### config.mk
export PLATFORM = sky130hd
export DESIGN_NAME = ram_clr
export DESIGN_NICKNAME = d
export VERILOG_FILES = /design/src/rtl/ram_clr.sv
export SDC_FILE = /design/constraint.sdc
export NUM_CORES = 1
export LEC_CHECK = 0
export CORE_ASPECT_RATIO = 1.1
export CORE_MARGIN = 1.5
export CORE_UTILIZATION = 50
export CTS_CLUSTER_DIAMETER = 150
export DETAILED_ROUTE_END_ITERATION = 8
export GPL_TIMING_DRIVEN = 0
export HOLD_SLACK_MARGIN = 0.15
export PLACE_DENSITY = 0.68
export SLEW_MARGIN = 40
export SYNTH_ARGS = -nofsm -noshare
export SYNTH_HDL_FRONTEND = slang
export SYNTH_SLANG_ARGS = --single-unit
### constraint.sdc
create_clock -name clk_i -period 1.9 [get_ports clk_i]
set_input_delay 0.38 -clock clk_i [delete_from_list [all_inputs] [get_ports clk_i]]
set_output_delay 0.38 -clock clk_i [all_outputs]
set_load 0.05 [all_outputs]
### src/rtl/ram_clr.sv
// Single-port RAM that zeroes itself one word per cycle after reset or clr_i.
// Reads are registered. A write and read in the same cycle return the new data.
module ram_clr #(
  parameter int DATA_W = 8,
  parameter int ADDR_W = 4
) (
  input  logic              clk_i,
  input  logic              rst_n_i,
  input  logic [ADDR_W-1:0] address_i,
  input  logic [DATA_W-1:0] in_i,
  input  logic              we_i,
  input  logic              re_i,
  input  logic              clr_i,
  output logic [DATA_W-1:0] out_o,
  output logic              valid_o,
  output logic              busy_o
);

  localparam int DEPTH = 2**ADDR_W;

  typedef enum logic {
    CLEAR = 1'b0,
    IDLE  = 1'b1
  } state_t;

  state_t            state;
  state_t            state_nx;
  logic [ADDR_W-1:0] cnt;
  logic [ADDR_W-1:0] cnt_nx;
  logic [DATA_W-1:0] mem [DEPTH];
  logic              mem_we;
  logic [ADDR_W-1:0] mem_a;
  logic [DATA_W-1:0] mem_d;
  logic              rd;

  always_comb begin
    state_nx = state;
    cnt_nx   = cnt;
    mem_we   = 1'b0;
    mem_a    = address_i;
    mem_d    = in_i;
    rd       = 1'b0;
    unique case (state)
      CLEAR: begin
        mem_we = 1'b1;
        mem_a  = cnt;
        mem_d  = '0;
        if (clr_i) begin
          cnt_nx = '0;
        end else begin
          cnt_nx = cnt + 1'b1;
          if (cnt == '1) state_nx = IDLE;
        end
      end
      IDLE: begin
        if (clr_i) begin
          state_nx = CLEAR;
          cnt_nx   = '0;
        end else begin
          mem_we = we_i;
          rd     = re_i;
        end
      end
    endcase
  end

  always_ff @(posedge clk_i or negedge rst_n_i) begin
    if (!rst_n_i) begin
      state <= CLEAR;
      cnt   <= '0;
    end else begin
      state <= state_nx;
      cnt   <= cnt_nx;
    end
  end

  // Array is deliberately not reset; the CLEAR walk zeroes it.
  always_ff @(posedge clk_i) begin
    if (mem_we) mem[mem_a] <= mem_d;
  end

  always_ff @(posedge clk_i or negedge rst_n_i) begin
    if (!rst_n_i) begin
      out_o   <= '0;
      valid_o <= 1'b0;
    end else begin
      valid_o <= rd;
      if (rd) out_o <= mem_we ? in_i : mem[address_i];
    end
  end

  assign busy_o = (state == CLEAR);

endmodule
==> flow_summary.yaml, run 1 <==
run_status:
  status: "finished, final reports clean"
routing:
  wire_per_inst_um: 25.37
  ant_nets: 0
  drt_iter0_markers: 325
  vias: 3259
  drt-pass1-iter-count: 5
  drc: 0
  vias_per_cell: 6.126
  wirelength_um: 13500
die:
  core_um2: 11010
  top_level_ports: 27
  floorplan.initialDensity_pct: 51.65
  die_h_um: 114.9
  fp.dieW_um: 104.7
  dieArea_um2: 12020
  rows: 40
cells_and_area:
  nets: 390
  multiInputGateArea_um2: 1608
  layout-drive-gt1-share_pct: 31.77
  layout_commonest_cell: "edfxtp_1"
  n_fill_cell: 732
  layout_common_cells: "128 x edfxtp_1, 24 x mux4_2, 17 x nor2_4, 17 x mux2i_1, 17 x clkbuf_16"
  area_delta_synth_final_pct: 27.28
  final_cell_area_um2: 7238
  final_cells: 532
  register_area_um2: 4194
clocking:
  clock-sinks: 142
  cts_tree: "built"
  clk_pin_slew_ns: 0.06
  clock_path_buffers: 2
  htree_levels: 4
  cts-root-buf: "clkbuf_16"
  hold_buffers: 0
  clk_latency_ns: 0.42
  cts_buffers: 17
synthesis:
  synth.avg_cell_area_um2: 18.29
  yosysTopAreaCell: "edfxtp_1"
  async_flop_share_pct: 9.859
  synth_edf_count: 128
  ys_seq_area_share_pct: 73.75
  synth.distinct_cells: 29
  synthFlopType: "edfxtp_1"
  synthesis.nets: 329
  yosys_warnings: 0
  synth_top_area_share_pct: 67.59
  netlist_instances: 311
  synth_area_leaders: "edfxtp_1 68%, mux4_2 9.5%, dfrtp_1 6.2%"
  synth_area_um2: 5687
  ys_ff_latch: 142
min_path:
  hold_depth: 2
  min_to: "state"
  hold_path.class: "input port to register"
  min_from: "clr_i"
global_routing:
  antenna_found_initial: 1
  grt_util_all_layers_pct: 23.75
  grt_pass1_wl_um: 20040
  grt_max_degree: 17
  grt_pass1_vias: 3306
  grt_overflow: 0
sta:
  hold_viol_final: 0
  finalMaxSlewViolations: 0
  finalCriticalPeriod_ns: 1.890
  timing.final.crit_share_pct: 99.45
  fmax_ghz: 0.5292
  holdWs_ns: 0.3213
  finalClockSkew_ns: 0.006607
  worstMarginPinSlew_ns: 0.6394
  maxSlewHeadroom_pct: 57.24
  finalSetupTns_ns: 0
  setup_viol: 0
flow_run:
  max_cap_violations: 0
place:
  gp_congestion: 0.9110
  dp.cells: 482
  numPortBuffers: 24
  dpl.hpwl_um: 7957
  place_area_um2: 6128
critical_path:
  crit_arrival_ns: 2.07
  cp_max_fo: 10
  end_kind: "register"
  critPathRequiredTime_ns: 2.08
  r2r_slack_ns: 0.09
  cp-start-kind: "input port"
  reg2reg_depth: 6
  critPathKind: "input port to register"
  r2r_start: "state"
  crit-reg2reg-capture: "mem[15][6]"
pwr:
  fin_total_pwr_mw: 7.296
  leakage_nw: 2.433
  powerDensity_nw_per_um2: 1008
  ir_drop_mv: 0.5023
==> report_power, final <==
part	switching [mW]	total, mW	leakage [nW]	internal, mW
registers	0.0363	3.49	1.33	3.45
logic	0.331	0.560	0.825	0.229
clock network	1.21	3.24	0.276	2.03
total	1.58	7.30	2.43	5.72
==> layout make-up <==
type / count / area share, %
timing repair buffer: 42 / 7.105
tap: 147 / 2.541
clock buffer: 18 / 5.929
clock inverter: 13 / 2.057
buffer: 13 / 1.763
inverter: 7 / 0.4149
multi-input combinational: 149 / 22.21
antenna: 1 / 0.03457
sequential: 142 / 57.94
==> critical path: stages <==
cell and delay, ns:
clkdlybuf4s50_1 0.47, buf_4 0.21, buf_4 0.27, nor2_4 0.09, a22oi_2 0.24, buf_4 0.19
nor2_4 0.04, buf_12 0.16
==> synth_stat cells (3+ instances only) <==
master	n
edfxtp_1	128
nor2_1	29
mux4_2	24
mux2i_1	17
dfrtp_1	14
a31oi_1	11
a22oi_1	10
o21ai_0	9
and2_1	8
or3_1	8
inv_1	7
o21ai_1	7
a221oi_1	6
buf_2	4
a32oi_1	3
buf_6	3
clkbuf_1	3
nor2b_1	3
==> metrics by stage <==
| stage | utilization [%] | worst slack, ns |
|---|---|---|
| floorplan | - | 0.005350 |
| global placement | 55.64 | -1.033 |
| detailed placement | 55.66 | -1.075 |
| CTS | 64.50 | -0.001465 |
| global route | 65.72 | -0.01781 |
| finish | 65.74 | 0.01038 |
==> flip-flops by register name, indices dropped and copies added (netlist names) <==
name and count:
state 1, mem 128, cnt 4, out_o 8
valid_o 1
==> timing repair <==
item                                    4_1_cts  5_1_grt
setup buffers                                12        6
endpoints found under the setup margin      225      180
pin swaps                                    12        7
resized for setup                            65       13
==> how the worst max path moves through the flow <==
| stage | startpoint | endpoint | slack [ns] | depth (start not counted) |
|---|---|---|---|---|
| finish | address_i[2] | mem[10][1] | 0.01 | 8 |
| global route | address_i[2] | out_o[0] | -0.02 | 6 |
| CTS | state | mem[15][6] | -0.001 | 5 |
| detailed placement | address_i[1] | mem[5][2] | -1.07 | 5 |
| global placement | address_i[1] | mem[1][6] | -1.03 | 5 |
| floorplan | state | mem[15][0] | 0.005 | 5 |
==> logic make-up (layout without fill, tap and decap cells) <==
group                    count (synthesis)  in the layout  share of synthesized area (%)
flip-flops                             142            142                          73.75
AND/OR/NAND/NOR                         55             55                          4.752
AO/OA/AOI/OAI                           49             49                          5.941
multiplexers                            41             41                          12.50
buffers and inverters                   20             93                          2.376
XOR/XNOR                                 3              3                         0.4621
adder cells (fa/ha/maj)                  1              1                         0.2200
other                                    0              1                              0
==> layer usage <==
layer	up-vias	GRT usage (%)	wire length (um)
li1	1386	-	-
met4	0	10.96	398
met5	-	0	0
met2	169	38.73	6749
met1	1667	31.13	5351
met3	37	5.045	995
Power figures use the tool's default switching activity.
==> inputs of run 2 (changes only) <==
--- a/config.mk
+++ b/config.mk
@@ -5,6 +5,7 @@
 export SDC_FILE = /design/constraint.sdc
 export NUM_CORES = 1
 export LEC_CHECK = 0
+export ABC_CLOCK_PERIOD_IN_PS = 1900
 export CORE_ASPECT_RATIO = 1.1
 export CORE_MARGIN = 1.5
 export CORE_UTILIZATION = 50
@@ -13,6 +14,7 @@
 export GPL_TIMING_DRIVEN = 0
 export HOLD_SLACK_MARGIN = 0.15
 export PLACE_DENSITY = 0.68
+export SKIP_CTS_REPAIR_TIMING = 1
 export SLEW_MARGIN = 40
 export SYNTH_ARGS = -nofsm -noshare
 export SYNTH_HDL_FRONTEND = slang
==> flow_summary.yaml, run 2 (synthesized netlist as in run 1, its figures left out) <==
die:
  rows: 40
  die_h_um: 114.9
  dieArea_um2: 12020
  floorplan.initialDensity_pct: 51.65
  fp.dieW_um: 104.7
  top_level_ports: 27
  core_um2: 11010
routing:
  wire_per_inst_um: 24.93
  drc: 0
  vias: 3151
  vias_per_cell: 6.002
  drt-pass1-iter-count: 5
  drt_iter0_markers: 313
  ant_nets: 0
  wirelength_um: 13090
critical_path:
  crit_path_cell_trace: "clkdlybuf4s50_1, nand3b_1, nor2_2, a22oi_2, buf_12, nor2_4"
  critPathKind: "input port to register"
  reg2reg_depth: 5
  crit_arrival_ns: 2.05
  cpPeakStageDelay_ns: 0.49
  cp_slowest_cell: "clkdlybuf4s50_1"
  r2r_slack_ns: -0.05
  cp-start-kind: "input port"
  cp_max_fo: 8
  end_kind: "register"
  r2r_start: "state"
  crit-reg2reg-capture: "mem[8][2]"
  critPathRequiredTime_ns: 1.98
flow_run:
  max_cap_violations: 0
cells_and_area:
  register_area_um2: 4194
  reg.largest.list: "mem: 128 flops, out_o: 8 flops, cnt: 4 flops"
  final_cells: 525
  diodes: 0
  layout_commonest_cell: "edfxtp_1"
  largest_reg_flops: 128
  layout-drive-gt1-share_pct: 30.69
  area_delta_synth_final_pct: 25.13
  n_fill_cell: 741
  fin_util_pct: 64.63
  multiInputGateArea_um2: 1585
  regMostFlops: "mem"
  layout_common_cells: "128 x edfxtp_1, 24 x mux4_2, 17 x mux2i_1, 17 x clkbuf_16, 16 x nor2_4"
  nets: 384
min_path:
  hold_depth: 2
  hold_path.class: "input port to register"
  min_from: "clr_i"
  min_to: "state"
clocking:
  htree_levels: 4
  clock_path_buffers: 2
  clk_latency_ns: 0.41
  clk_pin_slew_ns: 0.06
  cts-root-buf: "clkbuf_16"
  clock-sinks: 142
  cts_buffers: 17
  cts_tree: "built"
run_status:
  status: "complete, but fails checks"
  violations: "negative setup slack"
pwr:
  leakage_nw: 2.483
  ir_drop_mv: 0.4928
  powerDensity_nw_per_um2: 1022
sta:
  finalMaxSlewViolations: 0
  fmax_ghz: 0.5090
  finalClockSkew_ns: 0.006757
  finalWorstSetupSlack_ns: -0.06469
  holdWs_ns: 0.3033
  finalCriticalPeriod_ns: 1.965
  hold_viol_final: 0
  maxSlewHeadroom_pct: 57.20
  setup_viol: 56
  worstMarginPinSlew_ns: 0.6400
  timing.final.crit_share_pct: 103.4
global_routing:
  grt_pass1_wl_um: 18750
  grt_pass1_vias: 3155
  grt_overflow: 0
  antenna_found_initial: 0
  grt_max_degree: 17
  grt_util_all_layers_pct: 22.21
place:
  dpl.hpwl_um: 7957
  gp_congestion: 0.9110
  numPortBuffers: 24
  dp.cells: 482
run 2: how the worst max path moves through the flow:
stage	cells after the start	slack (ns)	startpoint	end
6_report	6	-0.06	we_i	mem[8][2]
4_1_cts	5	-0.65	address_i[1]	mem[5][7]
3_3_place_gp	5	-1.03	address_i[1]	mem[1][6]
2_1_floorplan	5	0.005	state	mem[15][0]
3_5_place_dp	5	-1.07	address_i[1]	mem[5][2]
5_1_grt	6	-0.12	we_i	mem[2][5]
run 2: cell type report:
cell class,instances,share of cell area (%)
multi-input cells,149,22.28
clock buffers,18,6.031
well taps,147,2.585
repair buffers,36,5.891
plain buffers,13,1.758
inverters,7,0.4220
clock inverters,13,2.092
flip-flops and latches,142,58.94
run 2: where the power goes:
part	internal, mW	total, mW	switching, mW
Sequential	3.46	3.49	0.0351
Combinational	0.220	0.545	0.325
Clock	2.03	3.23	1.20
Total	5.71	7.27	1.56
run 2: through the flow:
stage	setup TNS [ns]	setup slack (ns)	instance area, um^2	power, mW
final	-1.862	-0.06469	7116	7.270
after detailed placement	-119.20	-1.075	6128	4.007
after floorplan	0	0.005350	5702	3.834
after global routing	-4.892	-0.1249	7116	7.464
after global placement	-113.69	-1.033	6126	3.996
after CTS	-62.09	-0.6524	6706	7.218
run 2: routing by layer:
metal / GRT usage [%] / part of all wire [%] / vias up
met2: 35.22 / 49 / 145
met1: 29.38 / 40 / 1597
met3: 6.066 / 7.2 / 41
met4: 9.589 / 3.5 / 0
met5: 0 / 0 / -
li1: - / - / 1368
run 2: worst max-delay path: cells and delay by family:
| kind | cells | cell delay (ns) |
|---|---|---|
| simple gates | 3 | 0.86 |
| compound gates | 1 | 0.15 |
| buf+inv | 2 | 0.66 |
